===== config.mk =====
export PLATFORM = sky130hd
export DESIGN_NAME = uart_packet_ctrl
export DESIGN_NICKNAME = d
export VERILOG_FILES = /design/src/rtl/uart_packet_ctrl_pkg.sv /design/src/rtl/uart_byte_shifter.sv /design/src/rtl/uart_packet_ctrl.sv
export SDC_FILE = /design/constraint.sdc
export NUM_CORES = 1
export LEC_CHECK = 0
export BUFFER_PORTS_ARGS = -buffer_cell sky130_fd_sc_hd__buf_4
export CORE_MARGIN = 1.5
export CORE_UTILIZATION = 60
export DETAILED_ROUTE_END_ITERATION = 16
export GPL_ROUTABILITY_DRIVEN = 1
export GPL_TIMING_DRIVEN = 0
export HOLD_SLACK_MARGIN = 0.1
export PLACE_DENSITY = 0.85
export RECOVER_POWER = 25
export SLEW_MARGIN = 15
export SYNTH_ARGS = -nofsm -noshare
export SYNTH_HDL_FRONTEND = slang
export SYNTH_SLANG_ARGS = --single-unit

===== constraint.sdc =====
create_clock -name clk -period 4 [get_ports clk]
set_input_delay 0.2 -clock clk [delete_from_list [all_inputs] [get_ports clk]]
set_output_delay 0.2 -clock clk [all_outputs]
set_load 0.01 [all_outputs]

===== src/rtl/uart_packet_ctrl_pkg.sv =====
// Shared types and constants for the UART packet controller and its byte shifter.
package uart_packet_ctrl_pkg;

  typedef enum logic [1:0] {
    TX_IDLE   = 2'd0,
    TX_STROBE = 2'd1,
    TX_GAP    = 2'd2
  } tx_state_e;

  localparam int DEF_BAUD_VAL  = 26;
  localparam int DEF_BAUD_FRAC = 1;

  // Width of a counter that must hold the values 0..n inclusive.
  function automatic int cnt_w(input int n);
    return (n < 1) ? 1 : $clog2(n + 1);
  endfunction

endpackage


===== src/rtl/uart_byte_shifter.sv =====
// Byte-wide shift register with parallel load; MSB_FIRST picks the shift direction
// so the same block assembles RX bytes and serialises TX words.
module uart_byte_shifter
  import uart_packet_ctrl_pkg::*;
#(
  parameter int BYTES     = 4,
  parameter bit MSB_FIRST = 1'b1
) (
  input  logic               clk,
  input  logic               reset_n,
  input  logic               clr,
  input  logic               load,
  input  logic [8*BYTES-1:0] load_data,
  input  logic               shift,
  input  logic [7:0]         shift_in,
  output logic [8*BYTES-1:0] data
);

  localparam int W = 8 * BYTES;

  logic [W+7:0] ext;
  logic [W-1:0] shifted;

  // Left shift feeds the new byte at the bottom; right shift feeds it at the top.
  always_comb begin
    ext     = MSB_FIRST ? {data, shift_in} : {shift_in, data};
    shifted = MSB_FIRST ? ext[W-1:0] : ext[W+7:8];
  end

  always_ff @(posedge clk or negedge reset_n) begin
    if (!reset_n)   data <= '0;
    else if (clr)   data <= '0;
    else if (load)  data <= load_data;
    else if (shift) data <= shifted;
  end

endmodule


===== src/rtl/uart_packet_ctrl.sv =====
// Packet controller between a CoreUART byte interface and a processing core:
// assembles RX bytes into packets with start hold-off, and serialises core results.
module uart_packet_ctrl
  import uart_packet_ctrl_pkg::*;
#(
  parameter int RX_BYTES   = 4,
  parameter int TX_BYTES   = 1,
  parameter bit MSB_FIRST  = 1'b1,
  parameter int OEN_WAIT   = 3,
  parameter int RX_TIMEOUT = 1000000,
  parameter int BAUD_VAL   = DEF_BAUD_VAL,
  parameter int BAUD_FRAC  = DEF_BAUD_FRAC
) (
  input  logic                  clk,
  input  logic                  reset_n,
  input  logic                  rxrdy,
  input  logic [7:0]            rx_data,
  output logic                  oen,
  input  logic                  txrdy,
  output logic [7:0]            tx_data,
  output logic                  wen,
  output logic [12:0]           baud_val,
  output logic [2:0]            baud_val_frac,
  output logic [8*RX_BYTES-1:0] pkt_data,
  output logic                  pkt_valid,
  input  logic                  core_ready,
  input  logic                  core_finish,
  input  logic [8*TX_BYTES-1:0] core_result,
  output logic                  tx_busy,
  output logic                  rx_timeout,
  output logic                  overrun
);

  localparam int RX_W   = 8 * RX_BYTES;
  localparam int TX_W   = 8 * TX_BYTES;
  localparam int RXC_W  = cnt_w(RX_BYTES);
  localparam int TXC_W  = cnt_w(TX_BYTES);
  localparam int OEN_W  = cnt_w(OEN_WAIT);
  localparam int IDLE_W = cnt_w(RX_TIMEOUT);

  assign baud_val      = 13'(BAUD_VAL);
  assign baud_val_frac = 3'(BAUD_FRAC);

  logic              accept, rx_last, rx_expire, pkt_done_p1, pending;
  logic [OEN_W-1:0]  oen_cnt;
  logic [RXC_W-1:0]  byte_cnt;
  logic [IDLE_W-1:0] idle_cnt;
  logic [RX_W-1:0]   rx_word;
  logic              ovr_rx_set, ovr_tx_set;

  assign oen        = (oen_cnt == '0);
  assign accept     = rxrdy && oen;
  assign rx_last    = accept && (byte_cnt == RXC_W'(RX_BYTES - 1));
  assign rx_expire  = (RX_TIMEOUT != 0) && !accept && (byte_cnt != '0) &&
                      (idle_cnt == IDLE_W'(RX_TIMEOUT - 1));
  assign pkt_valid  = pending && core_ready;
  assign ovr_rx_set = pkt_done_p1 && pending && !core_ready;

  uart_byte_shifter #(.BYTES(RX_BYTES), .MSB_FIRST(MSB_FIRST)) u_rx_shift (
    .clk       (clk),
    .reset_n   (reset_n),
    .clr       (rx_expire),
    .load      (1'b0),
    .load_data ('0),
    .shift     (accept),
    .shift_in  (rx_data),
    .data      (rx_word)
  );

  // RX byte acceptance, read-strobe hold-off and partial-packet timeout
  always_ff @(posedge clk or negedge reset_n) begin
    if (!reset_n) begin
      oen_cnt     <= '0;
      byte_cnt    <= '0;
      idle_cnt    <= '0;
      pkt_done_p1 <= 1'b0;
      rx_timeout  <= 1'b0;
    end else begin
      rx_timeout  <= rx_expire;
      pkt_done_p1 <= rx_last;
      if (accept)              oen_cnt <= OEN_W'(OEN_WAIT);
      else if (oen_cnt != '0)  oen_cnt <= oen_cnt - OEN_W'(1);
      if (rx_last || rx_expire) byte_cnt <= '0;
      else if (accept)          byte_cnt <= byte_cnt + RXC_W'(1);
      if (accept || rx_expire || byte_cnt == '0 || RX_TIMEOUT == 0) idle_cnt <= '0;
      else                                                          idle_cnt <= idle_cnt + IDLE_W'(1);
    end
  end

  // Packet capture, pending hold-off and sticky overrun
  always_ff @(posedge clk or negedge reset_n) begin
    if (!reset_n) begin
      pkt_data <= '0;
      pending  <= 1'b0;
      overrun  <= 1'b0;
    end else begin
      if (pkt_done_p1) begin
        pkt_data <= rx_word;
        pending  <= 1'b1;
      end else if (pkt_valid) begin
        pending  <= 1'b0;
      end
      if (ovr_rx_set || ovr_tx_set) overrun <= 1'b1;
    end
  end

  tx_state_e        state, state_nxt;
  logic [TXC_W-1:0] tx_left;
  logic [TX_W-1:0]  tx_word;
  logic [7:0]       tx_byte, tx_data_q;
  logic             tx_load, tx_strobe;

  assign tx_byte    = MSB_FIRST ? tx_word[TX_W-1 -: 8] : tx_word[7:0];
  assign tx_busy    = (state != TX_IDLE);
  assign ovr_tx_set = core_finish && (state != TX_IDLE);

  uart_byte_shifter #(.BYTES(TX_BYTES), .MSB_FIRST(MSB_FIRST)) u_tx_shift (
    .clk       (clk),
    .reset_n   (reset_n),
    .clr       (1'b0),
    .load      (tx_load),
    .load_data (core_result),
    .shift     (tx_strobe),
    .shift_in  (8'h00),
    .data      (tx_word)
  );

  always_comb begin
    state_nxt = state;
    tx_load   = 1'b0;
    tx_strobe = 1'b0;
    wen       = 1'b1;
    tx_data   = tx_data_q;
    case (state)
      TX_IDLE: begin
        if (core_finish) begin
          tx_load   = 1'b1;
          state_nxt = TX_STROBE;
        end
      end
      TX_STROBE: begin
        if (txrdy) begin
          tx_strobe = 1'b1;
          wen       = 1'b0;
          tx_data   = tx_byte;
          state_nxt = TX_GAP;
        end
      end
      TX_GAP:  state_nxt = (tx_left != '0) ? TX_STROBE : TX_IDLE;
      default: state_nxt = TX_IDLE;
    endcase
  end

  // TX sequencer state, remaining-byte count and held output byte
  always_ff @(posedge clk or negedge reset_n) begin
    if (!reset_n) begin
      state     <= TX_IDLE;
      tx_left   <= '0;
      tx_data_q <= 8'h00;
    end else begin
      state <= state_nxt;
      if (tx_load)        tx_left <= TXC_W'(TX_BYTES);
      else if (tx_strobe) tx_left <= tx_left - TXC_W'(1);
      if (tx_strobe) tx_data_q <= tx_byte;
    end
  end

endmodule


==> results of run 1 <==
==> power by group <==
group | leakage, nW | switching (W) | internal [W]
registers | 1.48 | 0.000240 | 0.00150
logic | 1.15 | 0.000630 | 0.000495
clock network | 0.0973 | 0.000408 | 0.000258
==> through the flow <==
step / setup WS [ps] / instances / util (%) / instance area [sq um]
2_1_floorplan: 2065 / 463 / - / 4856
3_3_place_gp: 1822 / 631 / 70.90 / 5479
3_5_place_dp: 1776 / 631 / 70.95 / 5483
4_1_cts: 1759 / 665 / 75.79 / 5857
5_1_grt: 1566 / 665 / 74.09 / 5725
6_report: 1742 / 665 / 74.09 / 5725
==> path summary, 6_finish.rpt <==
check | endpoint | cells past startpoint | from
worst max-delay path | tx_data[5] | 6 | state[1]$_DFFE_PN0P_
worst min-delay path | pending$_DFFE_PN0P_ | 3 | core_ready
worst max register to register | u_rx_shift.data[3]$_DFFE_PN0P_ | 6 | idle_cnt[0]$_DFF_PN0_
worst min register to register | tx_data_q[4]$_DFFE_PN0P_ | 2 | tx_data_q[4]$_DFFE_PN0P_
max in group asynchronous | u_rx_shift.data[3]$_DFFE_PN0P_ | 2 | reset_n
min in group asynchronous | idle_cnt[16]$_DFF_PN0_ | 2 | reset_n
==> worst max-delay path, stage by stage, from the launching register on <==
cell and delay, ps:
dfrtp_1 420, nor3b_1 240, clkbuf_1 430, inv_2 210
nand2_1 160, nand2_1 70, buf_4 140
==> routing by layer <==
layer / global-route usage [%] / vias to the layer above / part of all wire [%]
li1: - / 1714 / -
met1: 34.82 / 1774 / 45
met2: 41.97 / 103 / 49
met3: 5.255 / 16 / 4.8
met4: 9.103 / 0 / 1.8
met5: 0 / - / 0
==> kinds of logic (layout without fill, tap and decap cells) <==
kind of cell / Yosys count / in the layout / synth area share, %
buf+inv: 56 / 156 / 6.121
mux: 34 / 34 / 7.945
fa+ha+maj: 5 / 5 / 1.302
simple gates: 161 / 161 / 15.94
xor+xnor: 11 / 11 / 2.006
other cells: 2 / 16 / 0.1563
flops: 112 / 112 / 58.35
compound gates: 68 / 68 / 8.180
==> timing repair <==
action                                  4_1_cts  5_1_grt
endpoints found under the setup margin        0        0
gates resized for setup                       0        0
endpoints found under the hold margin       129        0
buffers inserted                              0        0
hold buffers                                 18        0
==> sequential cells by signal, indices dropped and copies added (netlist names) <==
| signal | cells |
|---|---|
| overrun | 1 |
| u_rx_shift.data | 32 |
| oen_cnt | 2 |
| idle_cnt | 20 |
| tx_data_q | 8 |
| pkt_done_p1 | 1 |
| pending | 1 |
| state | 2 |
| rx_timeout | 1 |
| pkt_data | 32 |
| byte_cnt | 3 |
| u_tx_shift.data | 8 |
| tx_left | 1 |
==> final cells by class <==
class	instances	area (sq um)	area share [%]
buffer	42	241.5	4.218
clock buffer	10	137.6	2.404
clock inverter	6	56.30	0.9834
inverter	14	52.55	0.9178
multi-input combinational	295	1759	30.73
sequential	112	2803	48.95
tap	102	127.6	2.229
timing repair buffer	84	548.0	9.572
==> cell usage in the layout, fill, tap and decap left out, types with 4 or more instances in the layout <==
| cell | count |
|---|---|
| buf_4 | 46 |
| or3_1 | 5 |
| nand2_1 | 74 |
| nor2_1 | 16 |
| or4_1 | 5 |
| clkbuf_8 | 11 |
| dlygate4sd3_1 | 18 |
| o21ai_0 | 8 |
| clkbuf_1 | 49 |
| a22o_1 | 8 |
| nor3_1 | 4 |
| conb_1 | 16 |
| inv_1 | 13 |
| buf_2 | 5 |
| nand3_1 | 38 |
| dfrtp_1 | 112 |
| buf_1 | 5 |
| o31ai_1 | 5 |
| mux2_2 | 33 |
| xnor2_1 | 8 |
| a21oi_1 | 43 |
| ha_1 | 5 |
==> results.py, run 1 <==
metrics = {
    "cts": {
        "cts_tree": "done",
        "numCtsBuffers": 9,
        "path_clk_slew_ps": 100,
        "clock_latency_ps": 390,
        "root_buffer": "clkbuf_8",
        "clockBufferDepth": 2,
        "clkSinkCount": 112,
        "cts-htree-levels": 3,
    },
    "yosys": {
        "netlist_instances": 449,
        "synthTopCellsByArea": "dfrtp_1 58%, mux2_2 7.7%, nand2_1 5.8%, a21oi_1 4.5%, nand3_1 4.0%",
        "ys_seq_area_share_pct": 58.35,
        "synth_edf_count": 0,
        "yosys.area.top_type": "dfrtp_1",
        "synth-seq-cells": 112,
        "postSynthAreaPerCell_sq_um": 10.70,
        "synth_commonest_cells": "112 x dfrtp_1, 74 x nand2_1, 43 x a21oi_1",
        "synth.top_cell.area_share_pct": 58.35,
        "ys_warn_count": 0,
        "syn_area_sq_mm": 0.004803,
        "post-synth-top-count-cell": "dfrtp_1",
        "yosysUniqueCellTypes": 43,
        "synth_flop_cell": "dfrtp_1",
        "async_reset_ff_share_pct": 100.0,
    },
    "timing": {
        "hold_ws_ps": 122.6,
        "rsz0062_at_grt": "false",
        "max_freq_mhz": 443.0,
        "finalHoldViolations": 0,
        "setup_violations": 0,
        "slew_headroom_pct": 35.27,
        "min_period_ps": 2258,
        "setup_tns_ps": 0,
        "drv_slew": 0,
        "fin_skew_ps": 12.82,
        "tightest_slew_ps": 970.9,
        "period_share_pct": 56.44,
    },
    "worst_setup_path": {
        "cp-end-kind": "output port",
        "worstPathRequired_ps": 3800,
        "rrSetupSlack_ps": 1760,
        "worst_setup_path_start_kind": "flip-flop",
        "arrival_ps": 2060,
        "critPathKind": "flip-flop to output port",
        "critPathMaxFanout": 10,
    },
    "global_route": {
        "antenna_found_initial": 0,
        "track_usage_pct": 25.85,
        "grt_max_degree": 113,
        "grt_pass1_wl_um": 17190,
        "grt_overflow": 0,
        "grt_pass1_vias": 3606,
    },
    "floorplan": {
        "io_pins": 84,
        "rows": 32,
        "die_x_um": 92.48,
        "initial_utilization_pct": 62.16,
        "fp.dieH_um": 92.48,
        "dieArea_sq_mm": 0.008552,
        "core_area_sq_mm": 0.007727,
    },
    "route": {
        "antenna_left": 0,
        "firstDrtPassIters": 4,
        "first_iter_violations": 265,
        "avgRoutedWirePerCell_um": 15.36,
        "num_vias": 3607,
        "drc": 0,
        "routed_via_density": 5.424,
        "wl_um": 10210,
    },
    "finish": {
        "final_nets": 585,
        "drive_above_1_share_pct": 19.54,
        "diodes": 0,
        "area_delta_synth_final_pct": 19.20,
        "fillers": 546,
    },
    "power": {
        "power.density_mw_per_mm2": 615.9,
        "leakage_nw": 2.733,
        "vdd_ir_drop_max_mv": 0.3272,
        "power.total_w": 0.003526,
    },
    "flow_run": {
        "cap_violations": 0,
    },
    "hold_path": {
        "hp-class": "input pin to flip-flop",
    },
    "status": {
        "status": "complete, no violations",
    },
    "placed_design": {
        "hpwl_um": 6644,
        "gp_congestion": 0.8202,
        "port_buffers": 66,
    },
}
No activity file was read; power rests on OpenSTA's default activity.
==> run 2: changes to the inputs <==
--- a/config.mk
+++ b/config.mk
@@ -7,12 +7,12 @@
 export LEC_CHECK = 0
 export BUFFER_PORTS_ARGS = -buffer_cell sky130_fd_sc_hd__buf_4
 export CORE_MARGIN = 1.5
-export CORE_UTILIZATION = 60
+export CORE_UTILIZATION = 50
 export DETAILED_ROUTE_END_ITERATION = 16
 export GPL_ROUTABILITY_DRIVEN = 1
 export GPL_TIMING_DRIVEN = 0
 export HOLD_SLACK_MARGIN = 0.1
-export PLACE_DENSITY = 0.85
+export PLACE_DENSITY = 0.75
 export RECOVER_POWER = 25
 export SLEW_MARGIN = 15
 export SYNTH_ARGS = -nofsm -noshare
==> constraint.sdc (replaced) <==
create_clock -name clk -period 1.9 [get_ports clk]
set_input_delay 0.095 -clock clk [delete_from_list [all_inputs] [get_ports clk]]
set_output_delay 0.095 -clock clk [all_outputs]
set_load 0.01 [all_outputs]
==> run 2 against run 1 <==
Against the previous run:
- the flow now finishes with violations (max-slew violations, negative setup slack)
- worst hold slack gained 10 ps
- sequential cell count is the same
- first-iteration DRC count shrank 28%
- power grew 110%
- register-to-register slack lost 1800 ps
- critical path depth grew 1
- sequential share of layout area shrank 2.6 points
- routed wire length grew 6.4%
- count of clock-buffer cells in the layout shrank 1
==> results.py, run 2 (synthesis gave the netlist of run 1 again) <==
metrics = {
    "status": {
        "status": "finished with violations",
        "violations": "max-slew violations, negative setup slack",
    },
    "floorplan": {
        "fp.dieH_um": 101.0,
        "die_x_um": 101.0,
        "initial_utilization_pct": 51.74,
        "io_pins": 84,
        "core_area_sq_mm": 0.009284,
        "dieArea_sq_mm": 0.01020,
        "rows": 35,
    },
    "cts": {
        "cts_tree": "done",
        "cts-htree-levels": 3,
        "clockBufferDepth": 2,
        "clock_latency_ps": 380,
        "root_buffer": "clkbuf_8",
        "path_clk_slew_ps": 100,
        "clkSinkCount": 112,
        "numCtsBuffers": 9,
    },
    "finish": {
        "top_regs": "pkt_data: 32 flops, u_rx_shift.data: 32 flops, idle_cnt: 20 flops",
        "final_area_sq_mm": 0.006043,
        "diodes": 0,
        "final_nets": 611,
        "final_cell_mix": "112 x dfrtp_1, 73 x buf_4, 72 x nand2_1",
        "layout_commonest_cell": "dfrtp_1",
        "drive_above_1_share_pct": 26.70,
        "fin_util_pct": 65.09,
        "area_delta_synth_final_pct": 25.81,
        "fillers": 776,
    },
    "route": {
        "drc": 0,
        "num_vias": 3687,
        "routed_via_density": 5.142,
        "wl_um": 10870,
        "avgRoutedWirePerCell_um": 15.15,
        "first_iter_violations": 190,
        "antenna_left": 0,
        "firstDrtPassIters": 5,
    },
    "power": {
        "power.share.sequential_pct": 48.8,
        "vdd_ir_drop_max_mv": 0.5535,
        "power.density_mw_per_mm2": 1230,
        "switching_share_pct": 35.91,
        "combPwrFrac_pct": 33.5,
        "power.total_w": 0.007433,
        "clkPwrFrac_pct": 17.7,
        "p_sw_w": 0.002669,
        "p_int_w": 0.004764,
        "leakage_nw": 2.899,
    },
    "global_route": {
        "grt_max_degree": 113,
        "grt_pass1_vias": 3611,
        "track_usage_pct": 21.79,
        "grt_overflow": 0,
        "antenna_found_initial": 0,
        "grt_pass1_wl_um": 17310,
    },
    "timing": {
        "slew_headroom_pct": -0.7009,
        "setup_violations": 36,
        "rsz0062_at_grt": "true",
        "fin_skew_ps": 17.86,
        "drv_slew": 102,
        "max_freq_mhz": 513.8,
        "min_period_ps": 1946,
        "setup_tns_ps": -751.8,
        "tightest_slew_ps": 1511,
        "period_share_pct": 102.4,
        "timing.final.ws_setup_ps": -46.23,
        "finalHoldViolations": 0,
        "hold_ws_ps": 133.1,
    },
    "placed_design": {
        "hpwl_um": 6780,
        "placed_area_sq_mm": 0.005523,
        "gp_congestion": 0.8001,
        "port_buffers": 66,
    },
    "worst_setup_path": {
        "worstPathRequired_ps": 2160,
        "cp-end-kind": "flip-flop",
        "critPathKind": "flip-flop to flip-flop",
        "rrSetupSlack_ps": -50,
        "arrival_ps": 2200,
        "worst_setup_path_start_kind": "flip-flop",
        "critPathMaxFanout": 10,
    },
    "hold_path": {
        "hp-class": "input pin to flip-flop",
    },
    "flow_run": {
        "cap_violations": 0,
    },
}
## run 2: cell count changes in the layout (fill, tap and decap cells not counted), sizes merged
cell / before / now
clkinv: 1 / 2
clkinvlp: 1 / 2
inv: 18 / 16
buf: 58 / 86
dlygate4sd3: 18 / 19
clkbuf: 60 / 56
## run 2: worst paths after layout
check                                                   to  cells after the start                  start
max in group asynchronous   u_rx_shift.data[3]$_DFFE_PN0P_                      2                reset_n
min                                   state[0]$_DFFE_PN0P_                      4                  txrdy
min reg2reg                            overrun$_DFFE_PN0P_                      2    overrun$_DFFE_PN0P_
max                        u_rx_shift.data[30]$_DFFE_PN0P_                      7  idle_cnt[8]$_DFF_PN0_
max reg2reg                u_rx_shift.data[30]$_DFFE_PN0P_                      7  idle_cnt[8]$_DFF_PN0_
min in group asynchronous              pending$_DFFE_PN0P_                      2                reset_n
## run 2: cell type report
type                       instances  area [sq um]  share of cell area [%]
sequential                       112          2803                   46.38
timing repair buffer             112         762.0                   12.61
buffer                            40         267.8                   4.431
clock inverter                     6         52.55                  0.8696
clock buffer                       9         123.9                   2.050
inverter                          14         52.55                  0.8696
multi-input combinational        295          1821                   30.12
tap                              129         161.4                   2.671
## run 2: power by group through the flow
stage / sequential (W) / combinational (W) / clock, W
global placement: 0.00366 / 0.00243 / 0
detailed placement: 0.00369 / 0.00252 / 0
global route: 0.00373 / 0.00277 / 0.00142
CTS: 0.00362 / 0.00264 / 0.00134
floorplan: 0.00367 / 0.00143 / 0
finish: 0.00363 / 0.00249 / 0.00131
## run 2: through the flow
stage | instances | setup slack [ps]
final | 717 | -46.23
after global routing | 717 | -219.9
after CTS | 706 | 2.869
after detailed placement | 658 | -242.1
after global placement | 658 | -227.8
after floorplan | 463 | 6.644
## run 2: critical path: stages, from the launching register on
cell and delay (ps):
dfrtp_1 420, buf_4 150, nor4b_1 440, nand2_1 250, nor3b_4 230, buf_6 150, buf_6 150, a21oi_1 50
## run 2: repair_timing
action | CTS | global route
pin swaps | 5 | 9
hold buffers | 19 | 0
endpoints found under the hold margin | 132 | 0
cloned | 2 | 0
endpoints found under the setup margin | 61 | 50
gates resized for setup | 17 | 18
buffers inserted | 13 | 12
## run 2: metal layers
metal / share of wire (%) / global-route usage (%)
met5: 0 / 0
met1: 44 / 29.59
met4: 0.99 / 6.410
met3: 4.6 / 3.814
met2: 50 / 36.17
==> run 3: changes to the inputs <==
--- a/config.mk
+++ b/config.mk
@@ -7,12 +7,12 @@
 export LEC_CHECK = 0
 export BUFFER_PORTS_ARGS = -buffer_cell sky130_fd_sc_hd__buf_4
 export CORE_MARGIN = 1.5
-export CORE_UTILIZATION = 50
+export CORE_UTILIZATION = 45
 export DETAILED_ROUTE_END_ITERATION = 16
 export GPL_ROUTABILITY_DRIVEN = 1
 export GPL_TIMING_DRIVEN = 0
 export HOLD_SLACK_MARGIN = 0.1
-export PLACE_DENSITY = 0.75
+export PLACE_DENSITY = 0.66
 export RECOVER_POWER = 25
 export SLEW_MARGIN = 15
 export SYNTH_ARGS = -nofsm -noshare
==> constraint.sdc (replaced) <==
create_clock -name clk -period 2 [get_ports clk]
set_input_delay 0.1 -clock clk [delete_from_list [all_inputs] [get_ports clk]]
set_output_delay 0.1 -clock clk [all_outputs]
set_load 0.01 [all_outputs]
==> run 3 against run 2 <==
Against the previous run:
- the run now ends clean
- worst hold slack worse by 17 ps
- count of clock-buffer cells in the layout did not move
- routed wire length is 7.3% lower
- critical path depth decreased by 1
- clock power about the same
- sequential share of layout area up 1.2 points
- via count decreased by 3.0%
- final area is 2.5% lower
- critical endpoint is now idle_cnt[19]$_DFF_PN0_
- highest routed layer unchanged
==> results.py, run 3 (synthesis gave the netlist of run 1 again) <==
metrics = {
    "timing": {
        "slew_headroom_pct": 31.93,
        "max_freq_mhz": 513.6,
        "tightest_slew_ps": 1021,
        "setup_violations": 0,
        "finalHoldViolations": 0,
        "min_period_ps": 1947,
        "timing.final.ws_setup_ps": 52.90,
        "hold_ws_ps": 115.9,
        "rsz0062_at_grt": "true",
        "period_share_pct": 97.35,
        "fin_skew_ps": 16.02,
        "drv_slew": 0,
    },
    "worst_setup_path": {
        "timing.rr.end": "idle_cnt[19]$_DFF_PN0_",
        "worst-r2r-cell-count": 6,
        "worst_setup_path_start_kind": "flip-flop",
        "arrival_ps": 2240,
        "reg2reg_from": "idle_cnt[3]$_DFF_PN0_",
        "critPathKind": "flip-flop to flip-flop",
        "critPathMaxFanout": 10,
        "worstPathRequired_ps": 2300,
        "rrSetupSlack_ps": 50,
        "startpoint": "idle_cnt[3]$_DFF_PN0_",
        "cp-end-kind": "flip-flop",
    },
    "route": {
        "highest_layer": "met4",
        "m1WireLength_um": 4748,
        "firstDrtPassIters": 4,
        "drc": 0,
        "wl_met2_um": 4608,
        "wl_um": 10070,
        "first_iter_violations": 218,
        "antenna_left": 0,
        "avgRoutedWirePerCell_um": 14.20,
        "route.met3.wl_um": 461,
        "routed_via_density": 5.045,
        "num_vias": 3577,
    },
    "cts": {
        "path_clk_slew_ps": 100,
        "clock_latency_ps": 380,
        "clockBufferDepth": 2,
        "root_buffer": "clkbuf_8",
        "cts_tree": "done",
        "cts-htree-levels": 3,
        "numCtsBuffers": 9,
        "clkSinkCount": 112,
    },
    "placed_design": {
        "hpwl_um": 6748,
        "dp_slack_ps": -227.1,
        "gp_congestion": 0.7626,
        "port_buffers": 66,
    },
    "global_route": {
        "grt_max_degree": 113,
        "grt_overflow": 0,
        "grt_pass1_vias": 3410,
        "grt_pass1_wl_um": 16910,
        "track_usage_pct": 18.97,
        "antenna_found_initial": 0,
    },
    "floorplan": {
        "core_area_sq_mm": 0.01032,
        "rows": 37,
        "die_x_um": 106.3,
        "fp.dieH_um": 106.3,
        "dieArea_sq_mm": 0.01130,
        "initial_utilization_pct": 46.53,
        "io_pins": 84,
    },
    "hold_path": {
        "hold-path-endpoint": "state[0]$_DFFE_PN0P_",
        "holdPathStages": 4,
        "hp-class": "input pin to flip-flop",
        "holdCritStartpoint": "txrdy",
    },
    "finish": {
        "final_nets": 595,
        "top_regs": "pkt_data: 32 flops, u_rx_shift.data: 32 flops, idle_cnt: 20 flops",
        "fin_util_pct": 57.08,
        "drive_above_1_share_pct": 23.04,
        "final_cell_mix": "110 x dfrtp_1, 72 x nand2_1, 60 x buf_4",
        "diodes": 0,
        "layout_commonest_cell": "dfrtp_1",
        "area_delta_synth_final_pct": 22.69,
    },
    "power": {
        "leakage_nw": 2.795,
        "power.density_mw_per_mm2": 1194,
        "vdd_ir_drop_max_mv": 0.4867,
    },
    "flow_run": {
        "cap_violations": 0,
    },
    "status": {
        "status": "complete, no violations",
    },
}
run 3: what timing repair did:
item                                    4_1_cts  5_1_grt
setup buffers                                 8        5
hold endpoints to repair                    132        0
endpoints found under the setup margin       44       53
gates resized for setup                       9       15
hold buffers                                 19        0
pin swaps                                     2        3
run 3: worst max-delay path by stage:
stage	endpoint	slack, ps
after floorplan	idle_cnt[18]$_DFF_PN0_	60
after global placement	byte_cnt[1]$_DFFE_PN0P_	-220
after detailed placement	u_rx_shift.data[5]$_DFFE_PN0P_	-230
after CTS	tx_data[7]	10
after global routing	u_rx_shift.data[0]$_DFFE_PN0P_	-20
final	idle_cnt[19]$_DFF_PN0_	50
run 3: critical path: stages, from the launching register on:
cell     delay, ps
dfrtp_1        390
nand3_2         90
buf_6          150
or4_1          540
buf_6          150
or4_1          400
a21oi_1        160
run 3: where the power goes:
group	switching, W	total (W)	internal, W	leakage, nW
clock	0.000831	0.00131	0.000479	0.0881
sequential	0.000464	0.00345	0.00299	1.48
combinational	0.00123	0.00227	0.00104	1.23
total	0.00253	0.00704	0.00451	2.80
run 3: area by class of cell:
cell class	count	area (sq um)
Buffer	38	241.5
Clock buffer	9	123.9
Clock inverter	7	66.31
Fill cell	944	4431
Inverter	14	52.55
Multi-Input combinational cell	295	1778
Sequential cell	112	2805
Tap cell	136	170.2
Timing Repair Buffer	98	655.6
run 3: layer usage:
| layer | vias up | track usage [%] |
|---|---|---|
| met5 | - | 0 |
| met4 | 0 | 9.266 |
| met3 | 17 | 2.575 |
| met2 | 93 | 28.71 |
| met1 | 1730 | 26.95 |
| li1 | 1737 | - |
run 3: through the flow:
step	setup TNS, ps	instances	total power [W]	cell area, sq um
after floorplan	0	463	0.004842	4856
after CTS	0	706	0.007262	5983
after global placement	-6280	665	0.005814	5522
after detailed placement	-6201	665	0.005895	5525
after global routing	-124.0	709	0.007532	5893
final	0	709	0.007039	5893
